$ cat config.mk
export PLATFORM = sky130hd
export DESIGN_NAME = addsub_32_seq_unit
export DESIGN_NICKNAME = d
export VERILOG_FILES = /design/src/rtl/addsub_32_seq_unit.sv
export SDC_FILE = /design/constraint.sdc
export NUM_CORES = 1
export LEC_CHECK = 0
export BUFFER_PORTS_ARGS = -buffer_cell sky130_fd_sc_hd__clkbuf_2
export CORE_UTILIZATION = 60
export CTS_BUF_LIST = sky130_fd_sc_hd__clkbuf_8
export CTS_CLUSTER_DIAMETER = 60
export CTS_CLUSTER_SIZE = 10
export DETAILED_ROUTE_END_ITERATION = 12
export GPL_ROUTABILITY_DRIVEN = 1
export GPL_TIMING_DRIVEN = 0
export PLACE_DENSITY = 0.85
export SYNTH_ARGS = -nofsm -noshare
export SYNTH_HDL_FRONTEND = slang
export SYNTH_SLANG_ARGS = --single-unit
$ cat constraint.sdc
create_clock -name clk -period 10.97 [get_ports clk]
set_input_delay 0.5485 -clock clk [delete_from_list [all_inputs] [get_ports clk]]
set_output_delay 0.5485 -clock clk [all_outputs]
set_load 0.005 [all_outputs]
$ cat src/rtl/addsub_32_seq_unit.sv
// Sequential add/subtract unit: one 16-bit carry-lookahead slice reused over
// DATA_W/16 cycles (low slice first), with the inter-slice carry held in a register.

module addsub_32_seq_unit_cla4 (
    input  logic [3:0] a,
    input  logic [3:0] b,
    input  logic       cin,
    output logic [3:0] s,
    output logic       gp,
    output logic       gg
);
    logic [3:0] g;
    logic [3:0] p;
    logic [3:0] c;

    always_comb begin
        g    = a & b;
        p    = a ^ b;
        c[0] = cin;
        c[1] = g[0] | (p[0] & cin);
        c[2] = g[1] | (p[1] & g[0]) | (p[1] & p[0] & cin);
        c[3] = g[2] | (p[2] & g[1]) | (p[2] & p[1] & g[0]) | (p[2] & p[1] & p[0] & cin);
        s    = p ^ c;
        gp   = &p;
        gg   = g[3] | (p[3] & g[2]) | (p[3] & p[2] & g[1]) | (p[3] & p[2] & p[1] & g[0]);
    end
endmodule

module addsub_32_seq_unit_cla16 (
    input  logic [15:0] a,
    input  logic [15:0] b,
    input  logic        cin,
    output logic [15:0] s,
    output logic        cout
);
    logic [3:0] gp;
    logic [3:0] gg;
    logic [4:0] c;

    // Lookahead carry unit over the four group propagate/generate pairs
    always_comb begin
        c[0] = cin;
        c[1] = gg[0] | (gp[0] & c[0]);
        c[2] = gg[1] | (gp[1] & gg[0]) | (gp[1] & gp[0] & c[0]);
        c[3] = gg[2] | (gp[2] & gg[1]) | (gp[2] & gp[1] & gg[0])
             | (gp[2] & gp[1] & gp[0] & c[0]);
        c[4] = gg[3] | (gp[3] & gg[2]) | (gp[3] & gp[2] & gg[1])
             | (gp[3] & gp[2] & gp[1] & gg[0]) | (gp[3] & gp[2] & gp[1] & gp[0] & c[0]);
        cout = c[4];
    end

    for (genvar k = 0; k < 4; k++) begin : g_grp
        addsub_32_seq_unit_cla4 u_cla4 (
            .a   (a[k*4 +: 4]),
            .b   (b[k*4 +: 4]),
            .cin (c[k]),
            .s   (s[k*4 +: 4]),
            .gp  (gp[k]),
            .gg  (gg[k])
        );
    end
endmodule

module addsub_32_seq_unit #(
    parameter int DATA_W  = 32,
    parameter int SLICE_W = 16
) (
    input  logic              clk,
    input  logic              rst,
    input  logic              in_valid,
    output logic              in_ready,
    input  logic [DATA_W-1:0] a,
    input  logic [DATA_W-1:0] b,
    input  logic              sub,
    output logic              out_valid,
    input  logic              out_ready,
    output logic [DATA_W-1:0] result,
    output logic              carry,
    output logic              overflow,
    output logic              zero,
    output logic              busy
);
    localparam int NS    = DATA_W / SLICE_W;
    localparam int IDX_W = (NS > 1) ? $clog2(NS) : 1;
    localparam logic [IDX_W-1:0] LAST = IDX_W'(NS - 1);

    typedef enum logic [1:0] {IDLE, CALC, DONE} state_t;

    state_t             state, state_next;
    logic [IDX_W-1:0]   idx;
    logic [DATA_W-1:0]  a_q;
    logic [DATA_W-1:0]  b_q;
    logic               cy_q;
    logic [SLICE_W-1:0] sl_a;
    logic [SLICE_W-1:0] sl_b;
    logic [SLICE_W-1:0] sl_s;
    logic               sl_c;
    logic [DATA_W-1:0]  res_next;

    assign in_ready  = (state == IDLE) && !rst;
    assign out_valid = (state == DONE);
    assign busy      = (state != IDLE);

    always_comb begin
        sl_a     = '0;
        sl_b     = '0;
        res_next = result;
        for (int unsigned i = 0; i < NS; i++) begin
            if (idx == IDX_W'(i)) begin
                sl_a = a_q[i*SLICE_W +: SLICE_W];
                sl_b = b_q[i*SLICE_W +: SLICE_W];
                res_next[i*SLICE_W +: SLICE_W] = sl_s;
            end
        end
    end

    addsub_32_seq_unit_cla16 u_slice (
        .a    (sl_a),
        .b    (sl_b),
        .cin  (cy_q),
        .s    (sl_s),
        .cout (sl_c)
    );

    always_ff @(posedge clk) begin
        if (rst) state <= IDLE;
        else     state <= state_next;
    end

    always_comb begin
        state_next = state;
        case (state)
            IDLE:    if (in_valid) state_next = CALC;
            CALC:    if (idx == LAST) state_next = DONE;
            DONE:    if (out_ready) state_next = IDLE;
            default: state_next = IDLE;
        endcase
    end

    always_ff @(posedge clk) begin
        if (rst) begin
            idx      <= '0;
            cy_q     <= 1'b0;
            a_q      <= '0;
            b_q      <= '0;
            result   <= '0;
            carry    <= 1'b0;
            overflow <= 1'b0;
            zero     <= 1'b0;
        end else begin
            case (state)
                IDLE: if (in_valid) begin
                    a_q  <= a;
                    b_q  <= b ^ {DATA_W{sub}};
                    cy_q <= sub;
                    idx  <= '0;
                end
                CALC: begin
                    result <= res_next;
                    cy_q   <= sl_c;
                    idx    <= idx + IDX_W'(1);
                    // Flags use the slice just computed, not the stale result register
                    if (idx == LAST) begin
                        carry    <= sl_c;
                        zero     <= (res_next == '0);
                        overflow <= (a_q[DATA_W-1] == b_q[DATA_W-1]) &&
                                    (sl_s[SLICE_W-1] != a_q[DATA_W-1]);
                    end
                end
                default: ;
            endcase
        end
    end
endmodule

# ---- Word level (Yosys, flattened, before mapping)
# Cells that the tools add are included.
dict set report totals {
  reg_bits 103
  latchBits 0
  mem_bits_rw 0
  rom_bits 0
  inputBits 69
  out_inout_bits 38
  elab_cells 175
  mem_count 0
}
dict set report op_classes {
  n_addsub 1
  multipliers 0
  div_mod_pow 0
  magnitude_cmp 0
  n_eq_ne 7
  n_shift 0
  n_mux 12
  n_bitwise 131
  reduce_logical 15
}
# cell n
set op_table {}
lappend op_table {{$and A1 B1 Y1} 72}
lappend op_table {{$mux W16} 4}
lappend op_table {{$or A1 B1 Y1} 46}
lappend op_table {{$logic_not A32 Y1} 1}
lappend op_table {{$xor A32 B32 Y32} 1}
lappend op_table {{$xor A4 B4 Y4} 8}
lappend op_table {{$and A4 B4 Y4} 4}
lappend op_table {{$reduce_and A4 Y1} 4}
lappend op_table {{$mux W2} 3}
lappend op_table {{$pmux W2 S3} 1}
lappend op_table {{$reduce_and A2 Y1} 3}
lappend op_table {{$ne A2 B2 Y1 const B} 2}
lappend op_table {{$pmux W1 S2} 2}
lappend op_table {{$reduce_bool A2 Y1} 2}
lappend op_table {{$reduce_and A3 Y1} 1}
lappend op_table {{$eq A2 B1 Y1 const B} 1}
lappend op_table {{$eq A2 B2 Y1 const B} 1}
lappend op_table {{$logic_and A1 B1 Y1} 2}
lappend op_table {{$logic_not A2 Y1} 1}
lappend op_table {{$mux W1} 2}
lappend op_table {{$ne A2 B1 Y1 const B} 1}
lappend op_table {{$add A1 B1 Y1 const B} 1}
lappend op_table {{$eq A1 B1 Y1} 1}
lappend op_table {{$logic_not A1 Y1} 1}
lappend op_table {{$ne A1 B1 Y1} 1}

# ---- Longest topological paths before layout
# Gate-level depths: netlist of run 1.
dict set report depth {
  depth_word 15
  ltp_mapped 16
  mapped_depth_nobuf 14
}

# ---- Hierarchy
# From an unflattened synthesis of run 1, not the netlist that was laid out.
dict set report unflattened {
  cells_unflattened 605
  area_unflattened_um2 5078.6
}
# mod n_inst cells_each area_each_um2 seq_area_each_um2
set modules_own_cells {}
lappend modules_own_cells {addsub_32_seq_unit 1 512 4309.1 2062.0}
lappend modules_own_cells {addsub_32_seq_unit_cla4 4 22 182.7 0.0}
lappend modules_own_cells {addsub_32_seq_unit_cla16 1 5 38.8 0.0}

# ---- Least setup slack after synthesis of run 1
# Ideal clock, no wire load.
dict set report synth_path {
  path_type {flip-flop to flip-flop}
  start {register idx}
  end {register zero}
  setup_ns 0.069
  t_arrival_ns 3.867
  required_time_ns 10.901
  slack_ns 7.035
  stages_incl_launch_ff 16
  n_path_buf 2
  synth_period_minus_slack_ns 3.935
  cell_sequence {dfxtp_1 > buf_1 > buf_1 > mux2_2 > ha_1 > a21oi_2 > o2111a_2 > inv_2 > a211o_1 > o21a_1 > fa_1 > nor4_1 > nand4_1 > nor3_1 > nand4b_1 > o21ai_1}
}
dict set report synth_via {
  elab_chain_len 15
  elab_cells_between_ends 120
  cone_classes {mux: 4; bitwise: 111; reduce/logical: 5}
}
# element line_no
set synth_lines {}
lappend synth_lines {{from (decl)} 90} ;# logic [IDX_W-1:0] idx;
lappend synth_lines {{from (signal assigned)} 161} ;# idx <= idx + IDX_W'(1);
lappend synth_lines {{$mux W16} 109} ;# if (idx == IDX_W'(i)) begin
lappend synth_lines {{$xor A4 B4 Y4 / $and A4 B4 Y4 (equally long branches)} {18, 17}}
lappend synth_lines {{$and A1 B1 Y1} 25} ;# gg = g[3] | (p[3] & g[2]) | (p[3] & p[2] & g[1]) | (p[3] & p[2] & p[1] & g[0]);
lappend synth_lines {{$or A1 B1 Y1 / $and A1 B1 Y1 (equally long branches) (2 in series)} 25}
lappend synth_lines {{$or A1 B1 Y1} 25}
lappend synth_lines {{$and A1 B1 Y1} 45} ;# c[3] = gg[2] | (gp[2] & gg[1]) | (gp[2] & gp[1] & gg[0])
lappend synth_lines {{$or A1 B1 Y1 (2 in series)} 45}
lappend synth_lines {{$or A1 B1 Y1} 46} ;# | (gp[2] & gp[1] & gp[0] & c[0]);
lappend synth_lines {{$and A1 B1 Y1 (on tied branches)} {20, 21, 22}}
lappend synth_lines {{$or A1 B1 Y1 (on tied branches)} {20, 21, 22}}
lappend synth_lines {{$xor A4 B4 Y4} 23} ;# s = p ^ c;
lappend synth_lines {{$mux W16} 109}
lappend synth_lines {{$logic_not A32 Y1} 165} ;# zero <= (res_next == '0);
lappend synth_lines {{to (signal assigned)} 165}
lappend synth_lines {{to (decl)} 80} ;# output logic zero,
# Parallel ways exist; a longest one is shown, timed or not.
# A chain may end at the register's enable or synchronous reset.

# ---- Worst setup path after layout of run 1
# Same ends and word-level chain as after synthesis.

==> flow_results.xml, run 1 <==
<?xml version="1.0" encoding="UTF-8"?>
<metrics>
  <group name="logic_synthesis">
    <metric name="synth-edff-count" unit="">0</metric>
    <metric name="synthAdderAreaFrac" unit="">0.0562</metric>
    <metric name="async_flop_share" unit="">0</metric>
    <metric name="synthesis.area_per_instance" unit="sq um">8.49</metric>
    <metric name="synth-seq-cells" unit="">103</metric>
    <metric name="synth-warning-count" unit="">0</metric>
    <metric name="most_used_dff_post_synth" unit="">sky130_fd_sc_hd__dfxtp_1</metric>
    <metric name="postSynthNetCount" unit="">677</metric>
    <metric name="synth_mux_area_frac" unit="">0.0825</metric>
    <metric name="post_synth_and_or_nand_nor_area_fraction" unit="">0.176</metric>
    <metric name="synth_compound_gate_area_share" unit="">0.166</metric>
    <metric name="synth_top_family_by_area" unit="">simple AND/OR/NAND/NOR gates</metric>
    <metric name="yosysUniqueCellTypes" unit="">42</metric>
    <metric name="yosysSeqAreaShare" unit="">0.413</metric>
    <metric name="syn_inst" unit="">588</metric>
    <metric name="mapped_area" unit="sq um">4990</metric>
    <metric name="synth_xor_xnor_area_share" unit="">0.0720</metric>
  </group>
  <group name="sta">
    <metric name="timing.final.hold_violations" unit="">0</metric>
    <metric name="timing.slew.headroom" unit="">0.529</metric>
    <metric name="setup_violations" unit="">0</metric>
    <metric name="setup_repair_after_global_routing_missed_its_margin" unit="">no</metric>
    <metric name="finalWorstSetupSlack" unit="ps">6210</metric>
    <metric name="highest_clock_rate" unit="GHz">0.210</metric>
    <metric name="skew" unit="ps">11.1</metric>
    <metric name="tightest_slew" unit="ps">706</metric>
    <metric name="summed_negative_setup_slack_over_all_endpoints" unit="ps">0</metric>
    <metric name="final.min_clock_period" unit="ps">4760</metric>
    <metric name="final.period_utilization" unit="">0.433</metric>
    <metric name="final-max-slew-violation-count" unit="">0</metric>
  </group>
  <group name="power_and_ir_drop">
    <metric name="static_leakage" unit="uW">0.00245</metric>
    <metric name="power-per-cell-area" unit="nW/um^2">151</metric>
    <metric name="worst_ir_drop_vdd" unit="uV">79.2</metric>
  </group>
  <group name="detailed_routing">
    <metric name="wirelength_routed" unit="um">13200</metric>
    <metric name="drtAntennaViolNets" unit="">0</metric>
    <metric name="wl_per_cell" unit="um">16.3</metric>
    <metric name="dr.pass1.iters" unit="">5</metric>
    <metric name="via_count" unit="">4709</metric>
    <metric name="viasPerCell" unit="">5.82</metric>
    <metric name="drtIter0Drc" unit="">260</metric>
    <metric name="detailroute.wirelength.met3" unit="um">882</metric>
    <metric name="met2WireLength" unit="um">6340</metric>
    <metric name="topRoutingLayerUsed" unit="">met4</metric>
    <metric name="remaining_drc_errors" unit="">0</metric>
    <metric name="detail_route.wirelength.met1" unit="um">5460</metric>
  </group>
  <group name="global_route">
    <metric name="first_global_vias" unit="">4712</metric>
    <metric name="total_global_routing_track_utilization" unit="">0.325</metric>
    <metric name="grt_max_degree" unit="">17</metric>
    <metric name="global_route_wire_length_before_repair" unit="um">21900</metric>
    <metric name="grt.overflow.total" unit="">0</metric>
    <metric name="antenna_found_initial" unit="">0</metric>
  </group>
  <group name="cells_and_area">
    <metric name="syn2layout_area_growth" unit="%">17.2</metric>
    <metric name="antenna-diode-count" unit="">0</metric>
    <metric name="final_layout_size_suffix_gt1_frac" unit="">0.223</metric>
    <metric name="nNetsFinal" unit="">792</metric>
    <metric name="postLayoutCellArea" unit="sq um">5850</metric>
    <metric name="layout.cells.non_filler" unit="">809</metric>
  </group>
  <group name="place">
    <metric name="gpl.final_weighted_congestion" unit="">0.905</metric>
    <metric name="dp_worst_setup_slack" unit="ps">6270</metric>
    <metric name="place_hpwl" unit="um">10200</metric>
    <metric name="placed_cells" unit="">794</metric>
    <metric name="placement.cell_area" unit="sq um">5640</metric>
    <metric name="portBuffers" unit="">104</metric>
  </group>
  <group name="outcome">
    <metric name="outcome" unit="">finished clean</metric>
  </group>
  <group name="clocking">
    <metric name="clock_sinks" unit="">103</metric>
    <metric name="ctsRootBufferMaster" unit="">sky130_fd_sc_hd__clkbuf_8</metric>
    <metric name="clkSlewWorstSetupHoldPaths" unit="ps">100</metric>
    <metric name="clock_insertion_delay_worst_skew" unit="ps">370</metric>
    <metric name="cts_hold_repair.buffers" unit="">0</metric>
    <metric name="cts_made_buffers" unit="">9</metric>
    <metric name="cts_setup_buffers" unit="">0</metric>
    <metric name="cts_tree" unit="">done</metric>
    <metric name="number_of_h_tree_levels" unit="">3</metric>
    <metric name="cts_max_path_buffers" unit="">2</metric>
    <metric name="cts.repair.resized" unit="">0</metric>
  </group>
  <group name="floorplan">
    <metric name="initial_core_util" unit="">0.633</metric>
    <metric name="placement_rows" unit="">32</metric>
    <metric name="die_width" unit="um">93.2</metric>
    <metric name="die_area" unit="sq um">8690</metric>
    <metric name="boundaryPins" unit="">107</metric>
    <metric name="core_area" unit="sq um">7890</metric>
    <metric name="die_h" unit="um">93.2</metric>
  </group>
  <group name="critical_path">
    <metric name="cp.arrival" unit="ps">5070</metric>
    <metric name="critPathCaptureType" unit="">flop</metric>
    <metric name="worst-endpoint-required" unit="ps">11280</metric>
    <metric name="critical_path_peak_fanout" unit="">10</metric>
    <metric name="critical_path_class" unit="">flop to flop</metric>
    <metric name="startpoint_class" unit="">flop</metric>
  </group>
  <group name="flow_run">
    <metric name="max-cap-violations" unit="">0</metric>
  </group>
  <group name="min_path">
    <metric name="holdCritPathClass" unit="">input pin to flop</metric>
  </group>
</metrics>
registers in the layout, indices dropped and copies added (netlist names), 2 cells and up:
signal  cells
a_q        32
b_q        32
result     32
state       2
worst max-delay path: stages, from the launching register on:
cell,delay [ps]
sky130_fd_sc_hd__dfxtp_1,370
sky130_fd_sc_hd__buf_1,500
sky130_fd_sc_hd__buf_1,570
sky130_fd_sc_hd__mux2_2,430
sky130_fd_sc_hd__ha_1,340
sky130_fd_sc_hd__a21oi_1,300
sky130_fd_sc_hd__o21ai_0,250
sky130_fd_sc_hd__a211o_1,320
sky130_fd_sc_hd__o21a_1,140
sky130_fd_sc_hd__fa_1,570
sky130_fd_sc_hd__nor4_1,300
sky130_fd_sc_hd__nand4_1,140
sky130_fd_sc_hd__nor3_1,210
sky130_fd_sc_hd__nand4b_1,120
sky130_fd_sc_hd__o21ai_1,130
synthesized netlist by cell type, drive strengths merged, types with 2 or more instances:
cell type	number	area [sq um]
inv	5	18.8
fa	4	80.1
a2111oi	2	17.5
o2111a	2	23.8
xnor2	37	324
o31ai	2	15.0
nand2b	4	25.0
nor2b	4	25.0
a211oi	40	300
xor2	4	35.0
dfxtp	103	2060
mux2i	4	40.0
and2	2	12.5
o21ai	7	35.0
a21oi	72	364
nor2	55	206
nand3	4	20.0
nor3	5	25.0
clkbuf	33	124
nand2	119	447
nor4	8	50.1
ha	16	200
buf	8	30.0
mux2	33	372
nand3b	3	35.0
metrics by stage:
stage | util | hold WS (ps) | total power, uW
2_1_floorplan | - | 433 | 559
3_3_place_gp | 0.715 | 440 | 619
3_5_place_dp | 0.715 | 450 | 626
4_1_cts | 0.741 | 379 | 876
5_1_grt | 0.741 | 396 | 917
6_report | 0.741 | 380 | 880
kinds of logic after synthesis:
| kind of cell | Yosys count |
|---|---|
| xor gates and xnor gates | 41 |
| muxes | 37 |
| buffers and inverters | 46 |
| AOI/OAI and AO/OA | 133 |
| DFF | 103 |
| and+or+nand+nor | 208 |
| adders and majority gates | 20 |
routing by layer:
layer | vias up | track usage
met3 | 47 | 0.0537
met2 | 205 | 0.556
met4 | 0 | 0.178
met1 | 2210 | 0.387
met5 | - | 0
li1 | 2247 | -
cells in the final DEF, fill, tap and decap left out, types with 2 or more instances in the layout:
cell and n:
sky130_fd_sc_hd__o21ai_0 6, sky130_fd_sc_hd__mux2_2 33, sky130_fd_sc_hd__nand3b_1 2, sky130_fd_sc_hd__nor4_1 8
sky130_fd_sc_hd__a211oi_1 40, sky130_fd_sc_hd__nand2_1 119, sky130_fd_sc_hd__ha_1 16, sky130_fd_sc_hd__a2111oi_0 2
sky130_fd_sc_hd__nor3_1 5, sky130_fd_sc_hd__fa_1 4, sky130_fd_sc_hd__clkbuf_2 104, sky130_fd_sc_hd__clkinv_2 2
sky130_fd_sc_hd__bufinv_16 2, sky130_fd_sc_hd__nand2b_1 4, sky130_fd_sc_hd__inv_1 4, sky130_fd_sc_hd__nor2b_1 4
sky130_fd_sc_hd__nand3_1 4, sky130_fd_sc_hd__xnor2_1 37, sky130_fd_sc_hd__o31ai_1 2, sky130_fd_sc_hd__a21oi_1 71
sky130_fd_sc_hd__mux2i_1 4, sky130_fd_sc_hd__clkbuf_1 33, sky130_fd_sc_hd__clkbuf_8 9, sky130_fd_sc_hd__nor2_1 55
sky130_fd_sc_hd__dfxtp_1 103, sky130_fd_sc_hd__buf_1 8, sky130_fd_sc_hd__and2_1 2, sky130_fd_sc_hd__xor2_1 4
cell type report:
class	instances	area [sq um]
inverter	5	18.8
timing repair buffer	104	520
clock buffer	9	124
clock inverter	6	86.3
fill	607	2040
buffer	41	154
tap	102	128
sequential	103	2060
multi-input combinational	439	2760
report_power, final:
group	internal [uW]	switching [uW]	total, uW
logic	84.0	122	206
registers	401	16.8	418
clock network	127	129	256
worst paths after layout:
path	end	startpoint	depth (start not counted)	slack (ps)
hold / removal	a_q[19]	a[19]	3	380
setup reg to reg	zero	idx	14	6210
setup / recovery	zero	idx	14	6210
hold reg to reg	result[27]	result[27]	2	460
No activity file was read; power rests on OpenSTA's default activity.
==> inputs of run 2 (changes only) <==
--- a/config.mk
+++ b/config.mk
@@ -6,14 +6,14 @@
 export NUM_CORES = 1
 export LEC_CHECK = 0
 export BUFFER_PORTS_ARGS = -buffer_cell sky130_fd_sc_hd__clkbuf_2
-export CORE_UTILIZATION = 60
+export CORE_UTILIZATION = 57
 export CTS_BUF_LIST = sky130_fd_sc_hd__clkbuf_8
 export CTS_CLUSTER_DIAMETER = 60
 export CTS_CLUSTER_SIZE = 10
 export DETAILED_ROUTE_END_ITERATION = 12
 export GPL_ROUTABILITY_DRIVEN = 1
 export GPL_TIMING_DRIVEN = 0
-export PLACE_DENSITY = 0.85
+export PLACE_DENSITY = 0.81
 export SYNTH_ARGS = -nofsm -noshare
 export SYNTH_HDL_FRONTEND = slang
 export SYNTH_SLANG_ARGS = --single-unit
==> constraint.sdc (replaced) <==
create_clock -name clk -period 4.4 [get_ports clk]
set_input_delay 0.22 -clock clk [delete_from_list [all_inputs] [get_ports clk]]
set_output_delay 0.22 -clock clk [all_outputs]
set_load 0.005 [all_outputs]
==> run 2 against run 1 <==
Effect of this change: largest cell class unchanged; utilization decreased by 4.0 points; die area rose by 5.1%; sequential power increased by 150%; sequential cell count did not move; via count shrank 2.2%; worst setup slack got worse by 5900 ps; final cell count is 0.37% higher; routed wire length down 3.4%; worst hold slack worse by 330 ps; non-clock buffer count unchanged; first-iteration DRC count down 17%.
==> flow_results.xml, run 2 (same netlist as run 1, synthesis figures left out) <==
<?xml version="1.0" encoding="UTF-8"?>
<metrics>
  <group name="outcome">
    <metric name="outcome" unit="">finished clean</metric>
  </group>
  <group name="detailed_routing">
    <metric name="remaining_drc_errors" unit="">0</metric>
    <metric name="drtIter0Drc" unit="">216</metric>
    <metric name="dr.pass1.iters" unit="">5</metric>
    <metric name="wirelength_routed" unit="um">12800</metric>
    <metric name="viasPerCell" unit="">5.67</metric>
    <metric name="drtAntennaViolNets" unit="">0</metric>
    <metric name="via_count" unit="">4604</metric>
    <metric name="wl_per_cell" unit="um">15.7</metric>
  </group>
  <group name="sta">
    <metric name="timing.final.hold_violations" unit="">0</metric>
    <metric name="setup_violations" unit="">0</metric>
    <metric name="tightest_slew" unit="ps">710</metric>
    <metric name="final.period_utilization" unit="">0.931</metric>
    <metric name="highest_clock_rate" unit="GHz">0.244</metric>
    <metric name="final-max-slew-violation-count" unit="">0</metric>
    <metric name="skew" unit="ps">15.0</metric>
    <metric name="finalWorstSetupSlack" unit="ps">304</metric>
    <metric name="timing.slew.headroom" unit="">0.527</metric>
    <metric name="final.min_clock_period" unit="ps">4100</metric>
    <metric name="setup_repair_after_global_routing_missed_its_margin" unit="">no</metric>
    <metric name="summed_negative_setup_slack_over_all_endpoints" unit="ps">0</metric>
  </group>
  <group name="critical_path">
    <metric name="critPathCaptureType" unit="">flop</metric>
    <metric name="cp_slowest_cell" unit="">sky130_fd_sc_hd__fa_2</metric>
    <metric name="crit_chain" unit="">clkbuf_4 &gt; buf_4 &gt; mux2_2 &gt; ha_1 &gt; a21oi_2 &gt; o2111a_2 &gt; inv_2 &gt; a211o_1 &gt; o21a_1 &gt; fa_2 &gt; nor4_2 &gt; nand4_1 &gt; nor3_1 &gt; nand4b_1 &gt; o21ai_1</metric>
    <metric name="startpoint_class" unit="">flop</metric>
    <metric name="cp.arrival" unit="ps">4410</metric>
    <metric name="critical_path_peak_fanout" unit="">10</metric>
    <metric name="cpPeakStageDelay" unit="ps">530</metric>
    <metric name="worst-endpoint-required" unit="ps">4710</metric>
    <metric name="critical_path_class" unit="">flop to flop</metric>
  </group>
  <group name="flow_run">
    <metric name="max-cap-violations" unit="">0</metric>
  </group>
  <group name="power_and_ir_drop">
    <metric name="cellInternalPower" unit="uW">1430</metric>
    <metric name="comb_power_share" unit="">0.243</metric>
    <metric name="p_clk_frac" unit="">0.265</metric>
    <metric name="switchingPower" unit="uW">689</metric>
    <metric name="power-per-cell-area" unit="nW/um^2">362</metric>
    <metric name="worst_ir_drop_vdd" unit="uV">172</metric>
    <metric name="switching_share" unit="">0.326</metric>
    <metric name="power" unit="uW">2120</metric>
    <metric name="static_leakage" unit="uW">0.00246</metric>
    <metric name="seq_power_share" unit="">0.492</metric>
  </group>
  <group name="place">
    <metric name="dp_worst_setup_slack" unit="ps">-356</metric>
    <metric name="portBuffers" unit="">104</metric>
    <metric name="gpl.final_weighted_congestion" unit="">0.940</metric>
    <metric name="placed_cells" unit="">797</metric>
    <metric name="place_hpwl" unit="um">9980</metric>
  </group>
  <group name="cells_and_area">
    <metric name="antenna-diode-count" unit="">0</metric>
    <metric name="nNetsFinal" unit="">792</metric>
    <metric name="layout_common_cells" unit="">119 x sky130_fd_sc_hd__nand2_1, 104 x sky130_fd_sc_hd__clkbuf_2, 103 x sky130_fd_sc_hd__dfxtp_1, 70 x sky130_fd_sc_hd__a21oi_1, 55 x sky130_fd_sc_hd__nor2_1</metric>
    <metric name="layout.cells.non_filler" unit="">812</metric>
    <metric name="syn2layout_area_growth" unit="%">17.2</metric>
    <metric name="largest_registers" unit="">a_q: 32 flops, b_q: 32 flops, result: 32 flops</metric>
    <metric name="final_common_cell" unit="">sky130_fd_sc_hd__nand2_1</metric>
    <metric name="utilization_after_layout" unit="">0.701</metric>
    <metric name="final_layout_size_suffix_gt1_frac" unit="">0.233</metric>
  </group>
  <group name="clocking">
    <metric name="number_of_h_tree_levels" unit="">3</metric>
    <metric name="clock_insertion_delay_worst_skew" unit="ps">380</metric>
    <metric name="cts_hold_repair.buffers" unit="">0</metric>
    <metric name="cts_made_buffers" unit="">9</metric>
    <metric name="ctsRootBufferMaster" unit="">sky130_fd_sc_hd__clkbuf_8</metric>
    <metric name="cts_tree" unit="">done</metric>
    <metric name="clock_sinks" unit="">103</metric>
    <metric name="clkSlewWorstSetupHoldPaths" unit="ps">110</metric>
    <metric name="cts_setup_buffers" unit="">0</metric>
    <metric name="cts_max_path_buffers" unit="">2</metric>
  </group>
  <group name="min_path">
    <metric name="holdCritPathClass" unit="">input pin to flop</metric>
  </group>
  <group name="floorplan">
    <metric name="initial_core_util" unit="">0.598</metric>
    <metric name="die_width" unit="um">95.6</metric>
    <metric name="die_area" unit="sq um">9130</metric>
    <metric name="core_area" unit="sq um">8340</metric>
    <metric name="die_h" unit="um">95.6</metric>
    <metric name="placement_rows" unit="">33</metric>
    <metric name="boundaryPins" unit="">107</metric>
  </group>
  <group name="global_route">
    <metric name="first_global_vias" unit="">4210</metric>
    <metric name="global_route_wire_length_before_repair" unit="um">20100</metric>
    <metric name="antenna_found_initial" unit="">0</metric>
    <metric name="total_global_routing_track_utilization" unit="">0.291</metric>
    <metric name="grt.overflow.total" unit="">0</metric>
    <metric name="grt_max_degree" unit="">19</metric>
  </group>
</metrics>
[run 2: cell types whose count changed in the layout (fill, tap and decap cells not counted), moves of 2 or more]
cell,delta
sky130_fd_sc_hd__buf_1,-4
sky130_fd_sc_hd__clkinv_4,+3
sky130_fd_sc_hd__clkbuf_4,+3
sky130_fd_sc_hd__bufinv_16,-2
sky130_fd_sc_hd__clkinv_2,-2
[run 2: final timing paths]
kind | from | to | slack [ps] | cells past startpoint
max | idx | zero | 300 | 15
min | a[3] | a_q[3] | 50 | 3
max reg2reg | idx | zero | 300 | 15
min reg2reg | a_q[0] | a_q[0] | 460 | 2
[run 2: metal layers]
metal / vias up / wire length (um) / global-route usage
met5: - / 0 / 0
met4: 0 / 227 / 0.0821
met3: 24 / 746 / 0.0534
met2: 170 / 6110 / 0.504
met1: 2159 / 5680 / 0.368
li1: 2251 / - / -
[run 2: power by group through the flow]
stage | sequential [uW] | combinational (uW) | clock [uW]
floorplan | 1050 | 342 | 0
global placement | 1060 | 487 | 0
detailed placement | 1060 | 499 | 0
CTS | 1040 | 502 | 558
global route | 1050 | 565 | 591
finish | 1040 | 514 | 560
[run 2: timing repair]
| item | in CTS | in global routing |
|---|---|---|
| gates resized for setup | 4 | 9 |
| endpoints found under the setup margin | 1 | 1 |
| hold endpoints to repair | 0 | 0 |
| pin swaps | 0 | 0 |
[run 2: area by class of cell]
cell class	count	area (sq um)
tap	105	131
buffer	41	169
multi-input combinational	439	2770
sequential	103	2060
fill	704	2490
clock buffer	9	124
inverter	5	18.8
clock inverter	6	55.1
timing repair buffer	104	520
[run 2: through the flow]
stage	hold WS, ps	instance area (sq um)
after global placement	439	5640
after CTS	51.0	5830
after detailed placement	447	5640
after global routing	50.2	5850
final	54.2	5850
after floorplan	356	4990
[run 2: worst max-delay path, delay by kind of cell, from the launching register on]
family / cells / cell delay [ps]
DFF: 1 / 380
buffers and inverters: 3 / 560
muxes: 1 / 400
and+or+nand+nor: 4 / 780
adders and majority gates: 2 / 840
AOI/OAI and AO/OA: 5 / 1050
